`src/rtl/div_arbiter.sv`:
```
// div_arbiter: round-robin front end that shares a single start/busy/done
// divider among N_REQ requesters, one operation at a time.
//
// Handshake: requester i holds req[i] high with a_in/d_in stable until it
// sees the one-cycle gnt[i] pulse, which marks the edge its operands were
// captured. After gnt[i], a req[i] that stays high is a new request. The
// result comes back as a one-cycle resp_valid[i] pulse. resp_q/resp_r hold
// until the next response, and resp_dz/resp_to clear at the next grant.
module div_arbiter #(
  parameter int N_REQ   = 4,
  parameter int W       = 32,
  parameter int TIMEOUT = 256
) (
  input  logic               clk,
  input  logic               rst_n,
  input  logic [N_REQ-1:0]   req,
  input  logic [N_REQ*W-1:0] a_in,
  input  logic [N_REQ*W-1:0] d_in,
  output logic [N_REQ-1:0]   gnt,
  output logic [N_REQ-1:0]   resp_valid,
  output logic [W-1:0]       resp_q,
  output logic [W-1:0]       resp_r,
  output logic               resp_dz,
  output logic               resp_to,
  output logic               arb_busy,
  output logic               div_start,
  output logic [W-1:0]       div_A,
  output logic [W-1:0]       div_D,
  input  logic [2*W-1:0]     div_R,
  input  logic               div_busy,
  input  logic               div_done,
  output logic [1:0]         state_dbg
);

  typedef enum logic [1:0] {
    st_idle  = 2'd0,
    st_issue = 2'd1,
    st_wait  = 2'd2,
    st_resp  = 2'd3
  } state_t;

  localparam int IW = (N_REQ > 1) ? $clog2(N_REQ) : 1;
  localparam int CW = (TIMEOUT > 2) ? $clog2(TIMEOUT) : 1;
  localparam logic [CW-1:0] TO_LAST = CW'((TIMEOUT > 0) ? TIMEOUT - 1 : 0);
  localparam logic [N_REQ-1:0] ONE = N_REQ'(1);

  state_t        state;
  state_t        state_nx;
  logic [IW-1:0] ptr;
  logic [IW-1:0] id;
  logic [IW-1:0] pick;
  logic [IW-1:0] scan_idx;
  logic          pick_vld;
  logic [W-1:0]  pick_a;
  logic [W-1:0]  pick_d;
  logic [CW-1:0] cnt;
  logic          wd_fire;
  logic [W-1:0]  res_q;
  logic [W-1:0]  res_r;
  logic          res_dz;
  logic          res_to;

  assign state_dbg = state;
  assign wd_fire   = (TIMEOUT != 0) && (cnt == TO_LAST);

  // Round-robin pick: scan from ptr upward; walking the offsets from high to
  // low lets the set bit nearest to ptr overwrite the others.
  always_comb begin
    pick     = ptr;
    pick_vld = 1'b0;
    scan_idx = '0;
    for (int k = N_REQ - 1; k >= 0; k--) begin
      scan_idx = IW'((int'(ptr) + k) % N_REQ);
      if (req[scan_idx]) begin
        pick     = scan_idx;
        pick_vld = 1'b1;
      end
    end
  end

  // Operands of the requester that would be granted this cycle.
  always_comb begin
    pick_a = a_in[pick*W +: W];
    pick_d = d_in[pick*W +: W];
  end

  // State register.
  always_ff @(posedge clk or negedge rst_n) begin
    if (!rst_n) state <= st_idle;
    else        state <= state_nx;
  end

  // Next-state logic; a zero divisor skips the divider entirely.
  always_comb begin
    state_nx = state;
    case (state)
      st_idle:  if (pick_vld) state_nx = (pick_d == '0) ? st_resp : st_issue;
      st_issue: if (!div_busy) state_nx = st_wait;
      st_wait:  if (div_done || wd_fire) state_nx = st_resp;
      st_resp:  state_nx = st_idle;
      default:  state_nx = st_idle;
    endcase
  end

  // Registered outputs and datapath, all keyed on the current state.
  always_ff @(posedge clk or negedge rst_n) begin
    if (!rst_n) begin
      gnt        <= '0;
      resp_valid <= '0;
      div_start  <= 1'b0;
      arb_busy   <= 1'b0;
      resp_q     <= '0;
      resp_r     <= '0;
      resp_dz    <= 1'b0;
      resp_to    <= 1'b0;
      div_A      <= '0;
      div_D      <= '0;
      ptr        <= '0;
      id         <= '0;
      cnt        <= '0;
      res_q      <= '0;
      res_r      <= '0;
      res_dz     <= 1'b0;
      res_to     <= 1'b0;
    end else begin
      gnt        <= '0;
      resp_valid <= '0;
      div_start  <= 1'b0;
      arb_busy   <= (state_nx != st_idle);
      case (state)
        st_idle: begin
          if (pick_vld) begin
            gnt     <= ONE << pick;
            id      <= pick;
            div_A   <= pick_a;
            div_D   <= pick_d;
            resp_dz <= 1'b0;
            resp_to <= 1'b0;
            // Preload the divide-by-zero answer; a real division overwrites it.
            res_q   <= '1;
            res_r   <= pick_a;
            res_dz  <= (pick_d == '0);
            res_to  <= 1'b0;
          end
        end
        st_issue: begin
          if (!div_busy) begin
            div_start <= 1'b1;
            cnt       <= '0;
          end
        end
        st_wait: begin
          if (div_done) begin
            res_q <= div_R[W-1:0];
            res_r <= div_R[2*W-1:W];
          end else if (wd_fire) begin
            res_q  <= '0;
            res_r  <= '0;
            res_to <= 1'b1;
          end else begin
            cnt <= cnt + 1'b1;
          end
        end
        st_resp: begin
          resp_valid <= ONE << id;
          resp_q     <= res_q;
          resp_r     <= res_r;
          resp_dz    <= res_dz;
          resp_to    <= res_to;
          ptr        <= (id == IW'(N_REQ - 1)) ? '0 : id + 1'b1;
        end
        default: ;
      endcase
    end
  end

endmodule
```
`config.mk`:
```
export PLATFORM = sky130hd
export DESIGN_NAME = div_arbiter
export DESIGN_NICKNAME = d
export VERILOG_FILES = /design/src/rtl/div_arbiter.sv
export SDC_FILE = /design/constraint.sdc
export NUM_CORES = 1
export LEC_CHECK = 0
export BUFFER_PORTS_ARGS = -buffer_cell sky130_fd_sc_hd__buf_2
export CAP_MARGIN = 20
export CORE_AREA = 2 2 182 184
export CTS_CLUSTER_DIAMETER = 50
export DETAILED_ROUTE_END_ITERATION = 8
export DIE_AREA = 0 0 184 186
export SLEW_MARGIN = 40
export SYNTH_ARGS = -nofsm -noshare
export SYNTH_HDL_FRONTEND = slang
export SYNTH_SLANG_ARGS = --single-unit
```
`constraint.sdc`:
```
create_clock -name clk -period 3 [get_ports clk]
set_input_delay 0.6 -clock clk [delete_from_list [all_inputs] [get_ports clk]]
set_output_delay 0.6 -clock clk [all_outputs]
set_load 0.01 [all_outputs]
```
==> flow_summary.ini, run 1 <==
[yosys]
yosysTopAreaCell = dfrtp_1
synth_edf_count = 0
synth_common_cells = 336 x nand2_1, 220 x dfrtp_1, 214 x nand3_1, 80 x clkbuf_1, 65 x mux2_2
synthTopCellsByArea = dfrtp_1 51%, nand2_1 12%, nand3_1 10%
ys_ff_latch = 220
syn-mean-instance-area_um2 = 8.69
postSynthCellCount = 1238
synth_fp_nets = 1571
yosysUniqueCellTypes = 37
synth.most_common_cell = nand2_1
yosys_warnings = 0
yosys_most_used_dff = dfrtp_1
synthArstFlopShare_pct = 100
yosysSeqAreaShare_pct = 51.2
synth.cell_area_um2 = 10800
yosysTopAreaCellShare_pct = 51.2

[power]
p_comb_share_pct = 45.4
max-vdd-ir-drop_mv = 0.394
pwr-share-seq_pct = 31.3
power.leakage_nw = 7.42
p_int_mw = 9.34
swShare_pct = 41.5
p_switching_mw = 6.62
p_total_mw = 16.0
power_density_nw_per_um2 = 1080
p_clk_share_pct = 23.2

[worst_setup_path]
arrival_ns = 3.23
regToRegSetupSlack_ns = 0.25
worst-path-buf-inv = 1
cp-end-kind = flop
cp.required_ns = 3.48
path_cells = nor2b_1 -> a2111o_2 -> buf_12 -> a21oi_1 -> o21ai_1 -> a22oi_1 -> nand4_1 -> nor4_2 -> or3_1
slowest_stage = a2111o_2
r2r_cells = 9
reg2reg_to = state_dbg[1]$_DFF_PN0_
crit_type = flop to flop
crit_family = compound AO/OA/AOI/OAI gates
slowest_delay_ns = 0.64
r2r-start = ptr[1]$_DFFE_PN0P_
start_kind = flop
crit_fanout = 44

[global_routing]
grt_pass1_vias = 10700
grt_overflow = 0
grt_max_degree = 90
grt_pass1_wl_um = 61900
antenna_found_initial = 2
grtUsageTotal_pct = 23.3

[die]
row_count = 66
initial_core_util_pct = 33.4
ios = 470
die_width_um = 184
dieArea_um2 = 34200
die_h_um = 186
core-area_um2 = 32200

[clocking]
clk_path_buf_depth = 3
cts_buffers = 31
cts_hold_buffers = 0
clkLatencyLatePin_ns = 0.55
htree_num_levels = 1
cts_num_sinks = 220
path_clk_slew_ns = 0.06
cts_resized = 0
cts_setup_buffers = 0
cts_tree = built
clock-root-buffer = clkbuf_16

[routing]
post-route-drc-count = 0
drt-vias-per-instance = 5.25
vias = 11100
postRouteAntennaNets = 0
firstDrtPassIters = 6
drt_iter0_drc = 780
wire_per_inst_um = 19.6
finalWirelength_um = 41300

[sta]
maxSlewViolCount = 0
slew_headroom_pct = 58.9
skew_ns = 0.0138
fin_tns_setup_ns = 0
tightest_slew_ns = 0.616
holdWs_ns = 0.0206
fin_crit_sh_pct = 91.7
setup_violations = 0
period_needed_ns = 2.75
hold_viol = 0
setup_ws_ns = 0.250
fmax_mhz = 364
rsz0062_at_grt = false

[final_layout]
drive_above_1_share_pct = 37.5
register_area_um2 = 5510
final_core_util_pct = 45.9
nFillCells = 3230
multiInputGateArea_um2 = 4880
fin_nets = 2003
instances_no_fill = 2104
final_area_um2 = 14800
area_growth_pct = 37.4

[hold_path]
min-delay-path-class = primary input to async pin

[place]
place.gp.congestion = 0.961
dp_hpwl_um = 30500
pre_cts_slack_ns = 0.0628
dp_cells = 2045
placed_cell_area_um2 = 13700
io_buffers = 469

[flow_run]
max_cap_viol_count = 0

[status]
status = completed
[metal layers]
metal | vias to the layer above | wire length, um | part of all wire, % | global-route usage (%)
met4 | 2 | 1370 | 3.3 | 8.99
met3 | 78 | 3480 | 8.4 | 4.75
met1 | 5289 | 16800 | 41 | 30.2
met2 | 536 | 19600 | 48 | 38.3
met5 | - | 13 | 0.031 | 0
li1 | 5149 | - | - | -
[final cells by class]
class / count / area share, %
multi-input combinational: 912 / 33.1
antenna: 1 / 0.0169
timing repair buffer: 500 / 18.9
clock buffer: 39 / 5.72
sequential: 220 / 37.3
inverter: 5 / 0.127
clock inverter: 19 / 1.47
tap: 408 / 3.45
[sequential cells by signal (all words and copies together) (netlist names), 2 cells and up]
name	flops
cnt	8
div_A	32
div_D	32
gnt	4
id	2
ptr	2
res_q	32
res_r	32
resp_q	32
resp_r	32
resp_valid	4
state_dbg	2
[power groups by stage]
stage | sequential (mW) | clock, mW | combinational, mW
floorplan | 5.31 | 0 | 4.02
global placement | 4.98 | 0 | 7.19
detailed placement | 5.03 | 0 | 7.29
CTS | 5.00 | 3.80 | 7.31
global route | 5.16 | 3.94 | 8.06
finish | 5.00 | 3.71 | 7.25
[logic make-up (layout without fill, tap and decap cells)]
| group | after synthesis | in the layout | synth area share (%) |
|---|---|---|---|
| multiplexers | 66 | 66 | 6.90 |
| AO/OA/AOI/OAI | 198 | 198 | 11.0 |
| flip-flops | 220 | 220 | 51.2 |
| buffers and inverters | 106 | 563 | 3.87 |
| other | 0 | 1 | 0 |
| XOR/XNOR | 4 | 4 | 0.326 |
| adder cells (fa/ha/maj) | 5 | 5 | 0.582 |
| AND/OR/NAND/NOR | 639 | 639 | 26.1 |
[worst reg2reg max path, cell delays in order (launching register included)]
cell and delay (ns):
dfrtp_1 0.47, nor2b_1 0.22, a2111o_2 0.64, buf_12 0.24
a21oi_1 0.19, o21ai_1 0.10, a22oi_1 0.23, nand4_1 0.16
nor4_2 0.28, or3_1 0.15
[cell usage in the layout (no fill, tap or decap), types with 2 or more instances in the layout]
master	count
a21oi_1	55
a22oi_1	47
a31oi_1	10
and2_1	2
and3_1	6
and3_2	2
buf_12	16
buf_2	468
buf_4	15
bufinv_16	3
clkbuf_1	4
clkbuf_16	31
clkbuf_8	4
clkinv_2	3
clkinv_4	2
clkinvlp_4	3
dfrtp_1	220
ha_1	5
inv_1	5
inv_6	7
mux2_2	65
nand2_1	334
nand3_1	213
nand4_1	8
nor2_1	20
nor2b_1	7
nor3_1	36
o21ai_0	41
o21ai_1	30
o221ai_1	2
or3_1	3
xor2_1	4
[how the worst max path moves through the flow]
stage / from / end / slack (ns) / depth (start not counted)
after floorplan: req[2] / state_dbg[1]$_DFF_PN0_ / 0.64 / 10
after global placement: req[3] / state_dbg[1]$_DFF_PN0_ / 0.15 / 10
after detailed placement: req[3] / state_dbg[1]$_DFF_PN0_ / 0.06 / 10
after CTS: ptr[1]$_DFFE_PN0P_ / state_dbg[1]$_DFF_PN0_ / 0.26 / 9
after global routing: ptr[1]$_DFFE_PN0P_ / state_dbg[1]$_DFF_PN0_ / 0.003 / 9
final: ptr[1]$_DFFE_PN0P_ / state_dbg[1]$_DFF_PN0_ / 0.25 / 9
Power figures use the tool's default switching activity.
==> run 2: changes to the inputs <==
--- a/config.mk
+++ b/config.mk
@@ -5,6 +5,7 @@
 export SDC_FILE = /design/constraint.sdc
 export NUM_CORES = 1
 export LEC_CHECK = 0
+export ABC_AREA = 1
 export BUFFER_PORTS_ARGS = -buffer_cell sky130_fd_sc_hd__buf_2
 export CAP_MARGIN = 20
 export CORE_AREA = 2 2 182 184
==> flow_summary.ini, run 2 <==
[final_layout]
final_cell_mix = 486 x nand2_1, 468 x buf_2, 219 x dfrtp_1
layout_commonest_cell = nand2_1
drive_above_1_share_pct = 32.8
fin_nets = 2114
nFillCells = 3294
final_core_util_pct = 45.2
final_area_um2 = 14600
area_growth_pct = 36.5

[clocking]
clock-root-buffer = clkbuf_16
path_clk_slew_ns = 0.06
clk_path_buf_depth = 3
cts_num_sinks = 220
cts_buffers = 31
cts_hold_buffers = 0
cts_tree = built
cts_setup_buffers = 0
cts_resized = 0
htree_num_levels = 1
clkLatencyLatePin_ns = 0.55

[routing]
drt_iter0_drc = 747
firstDrtPassIters = 5
route.met3.wl_um = 2710
finalWirelength_um = 39900
postRouteAntennaNets = 0
wire_per_inst_um = 18.0
post-route-drc-count = 0
vias = 10900
drt-vias-per-instance = 4.93
wl_met1_um = 17500
met2_wirelength_um = 18400
top_layer = met5

[sta]
setup_violations = 0
hold_viol = 0
fmax_mhz = 372
skew_ns = 0.0187
setup_ws_ns = 0.313
tightest_slew_ns = 0.812
rsz0062_at_grt = false
maxSlewViolCount = 0
fin_tns_setup_ns = 0
fin_crit_sh_pct = 89.6
slew_headroom_pct = 45.9
period_needed_ns = 2.69

[power]
power.leakage_nw = 7.85
p_switching_mw = 9.49
max-vdd-ir-drop_mv = 0.740
p_comb_share_pct = 56.9
swShare_pct = 47.8
power_density_nw_per_um2 = 1360
p_total_mw = 19.9
pwr-share-seq_pct = 25.5
p_int_mw = 10.4
p_clk_share_pct = 17.7

[yosys]
synth.most_common_cell = nand2_1
synth_common_cells = 487 x nand2_1, 220 x dfrtp_1, 105 x o21ai_0, 92 x nand3_1, 82 x inv_1
synth_fp_nets = 1665
synthTopCellsByArea = dfrtp_1 52%, nand2_1 17%, o21ai_0 4.9%
yosys_warnings = 0
synthArstFlopShare_pct = 100
yosys_most_used_dff = dfrtp_1
yosysSeqAreaShare_pct = 51.6
yosysUniqueCellTypes = 31
yosysTopAreaCell = dfrtp_1
synth.cell_area_um2 = 10700
yosysTopAreaCellShare_pct = 51.6
postSynthCellCount = 1332
syn-mean-instance-area_um2 = 8.02
ys_ff_latch = 220
synth_edf_count = 0

[die]
ios = 470
die_width_um = 184
core-area_um2 = 32200
die_h_um = 186
dieArea_um2 = 34200
row_count = 66
initial_core_util_pct = 33.2

[worst_setup_path]
path_cells = inv_8 -> nand2_1 -> nand2_2 -> nand2_2 -> nand2_1 -> inv_2 -> nand2_4 -> nand3_2 -> nand2_2 -> nand2_2 -> buf_12 -> nand2_1 -> nand2_1 -> nand2_1 -> nand2_1 -> nor2_1 -> nand3_1 -> nor2_1 -> nand3_2 -> o21ai_0
reg2reg_to = res_dz$_DFFE_PN0P_
slowest_delay_ns = 0.50
r2r_cells = 20
crit_type = flop to flop
crit_end = res_dz$_DFFE_PN0P_
cpMostUsedCell = nand2_1
regToRegSetupSlack_ns = 0.31
crit_fanout = 33
start_kind = flop
startpoint = ptr[0]$_DFFE_PN0P_
path_depth = 20
crit_family = simple AND/OR/NAND/NOR gates
cp.required_ns = 3.48
worst-path-buf-inv = 3
slowest_stage = dfrtp_2
cp-end-kind = flop
r2r-start = ptr[0]$_DFFE_PN0P_
arrival_ns = 3.16

[flow_run]
max_cap_viol_count = 0

[global_routing]
grt_overflow = 0
antenna_found_initial = 2
grtUsageTotal_pct = 22.5
grt_pass1_vias = 10500
grt_pass1_wl_um = 59800
grt_max_degree = 80

[status]
status = completed

[place]
pre_cts_slack_ns = 0.123
place.gp.congestion = 0.870
dp_hpwl_um = 29100
placed_cell_area_um2 = 13600
io_buffers = 469

[hold_path]
min-delay-path-class = primary input to async pin
==> run 2: cell count changes after synthesis, sizes merged, moves of 20 or more <==
cell    previous run  this run
inv                5        87
a31oi             10        39
o211ai             0        32
nor3              36         6
mux2              65        10
clkbuf            80        60
nand2            336       494
o21ai             72       105
nand3            214        95
nor2              21        68
a21oi             55        18
==> run 2: layout make-up <==
| cell class | count | area, um^2 | area share (%) |
|---|---|---|---|
| flip-flops and latches | 220 | 5510 | 37.8 |
| clock buffers | 37 | 808 | 5.55 |
| well taps | 408 | 510 | 3.50 |
| clock inverters | 19 | 176 | 1.21 |
| diodes | 1 | 2.50 | 0.0172 |
| repair buffers | 501 | 2730 | 18.8 |
| multi-input cells | 938 | 4490 | 30.8 |
| inverters | 89 | 342 | 2.34 |
==> run 2: metal layers <==
metal  vias up  GRT usage [%]
met5         -              0
met4         2           6.69
met3        66           4.25
met2       402           35.9
met1      5160           31.1
li1       5290              -
==> run 2: how the worst min path moves through the flow <==
stage                       endpoint  slack, ns  cells past startpoint
2_1_floorplan     arb_busy$_DFF_PN0_       0.30                      0
6_report            gnt[2]$_DFF_PN0_       0.05                      1
3_3_place_gp   div_D[15]$_DFFE_PN0P_       0.46                      2
3_5_place_dp   div_A[14]$_DFFE_PN0P_       0.46                      2
5_1_grt             gnt[2]$_DFF_PN0_       0.09                      1
4_1_cts             gnt[1]$_DFF_PN0_       0.05                      1
==> run 2: cells by family (layout without fill, tap and decap cells) <==
family	count (synthesis)	in the layout	synth area share, %
muxes	11	11	1.15
xor gates and xnor gates	2	2	0.164
other	0	1	0
and+or+nand+nor	673	673	25.6
DFF	220	220	51.6
adders and majority gates	5	5	0.586
AOI/OAI and AO/OA	247	247	14.1
buffers and inverters	174	646	6.88
==> run 2: metrics by stage <==
| step | hold slack (ns) | cells |
|---|---|---|
| after floorplan | 0.304 | 1332 |
| after global placement | 0.459 | 2155 |
| after detailed placement | 0.461 | 2156 |
| after CTS | 0.0508 | 2212 |
| after global routing | 0.0870 | 2213 |
| final | 0.0459 | 2213 |
==> run 2: worst reg2reg max path, stage by stage, from the launching register on <==
cell and delay [ns]:
dfrtp_2 0.50, inv_8 0.11, nand2_1 0.06, nand2_2 0.09, nand2_2 0.08, nand2_1 0.08
inv_2 0.05, nand2_4 0.07, nand3_2 0.08, nand2_2 0.08, nand2_2 0.18, buf_12 0.24
nand2_1 0.07, nand2_1 0.05, nand2_1 0.13, nand2_1 0.13, nor2_1 0.17, nand3_1 0.09
nor2_1 0.14, nand3_2 0.10, o21ai_0 0.08
==> run 2: power by group through the flow <==
stage	Combinational, mW	Clock, mW	Sequential (mW)
floorplan	6.83	0	5.36
global placement	11.1	0	5.05
detailed placement	11.3	0	5.08
CTS	11.3	3.60	5.05
global route	12.6	3.72	5.22
finish	11.3	3.51	5.06
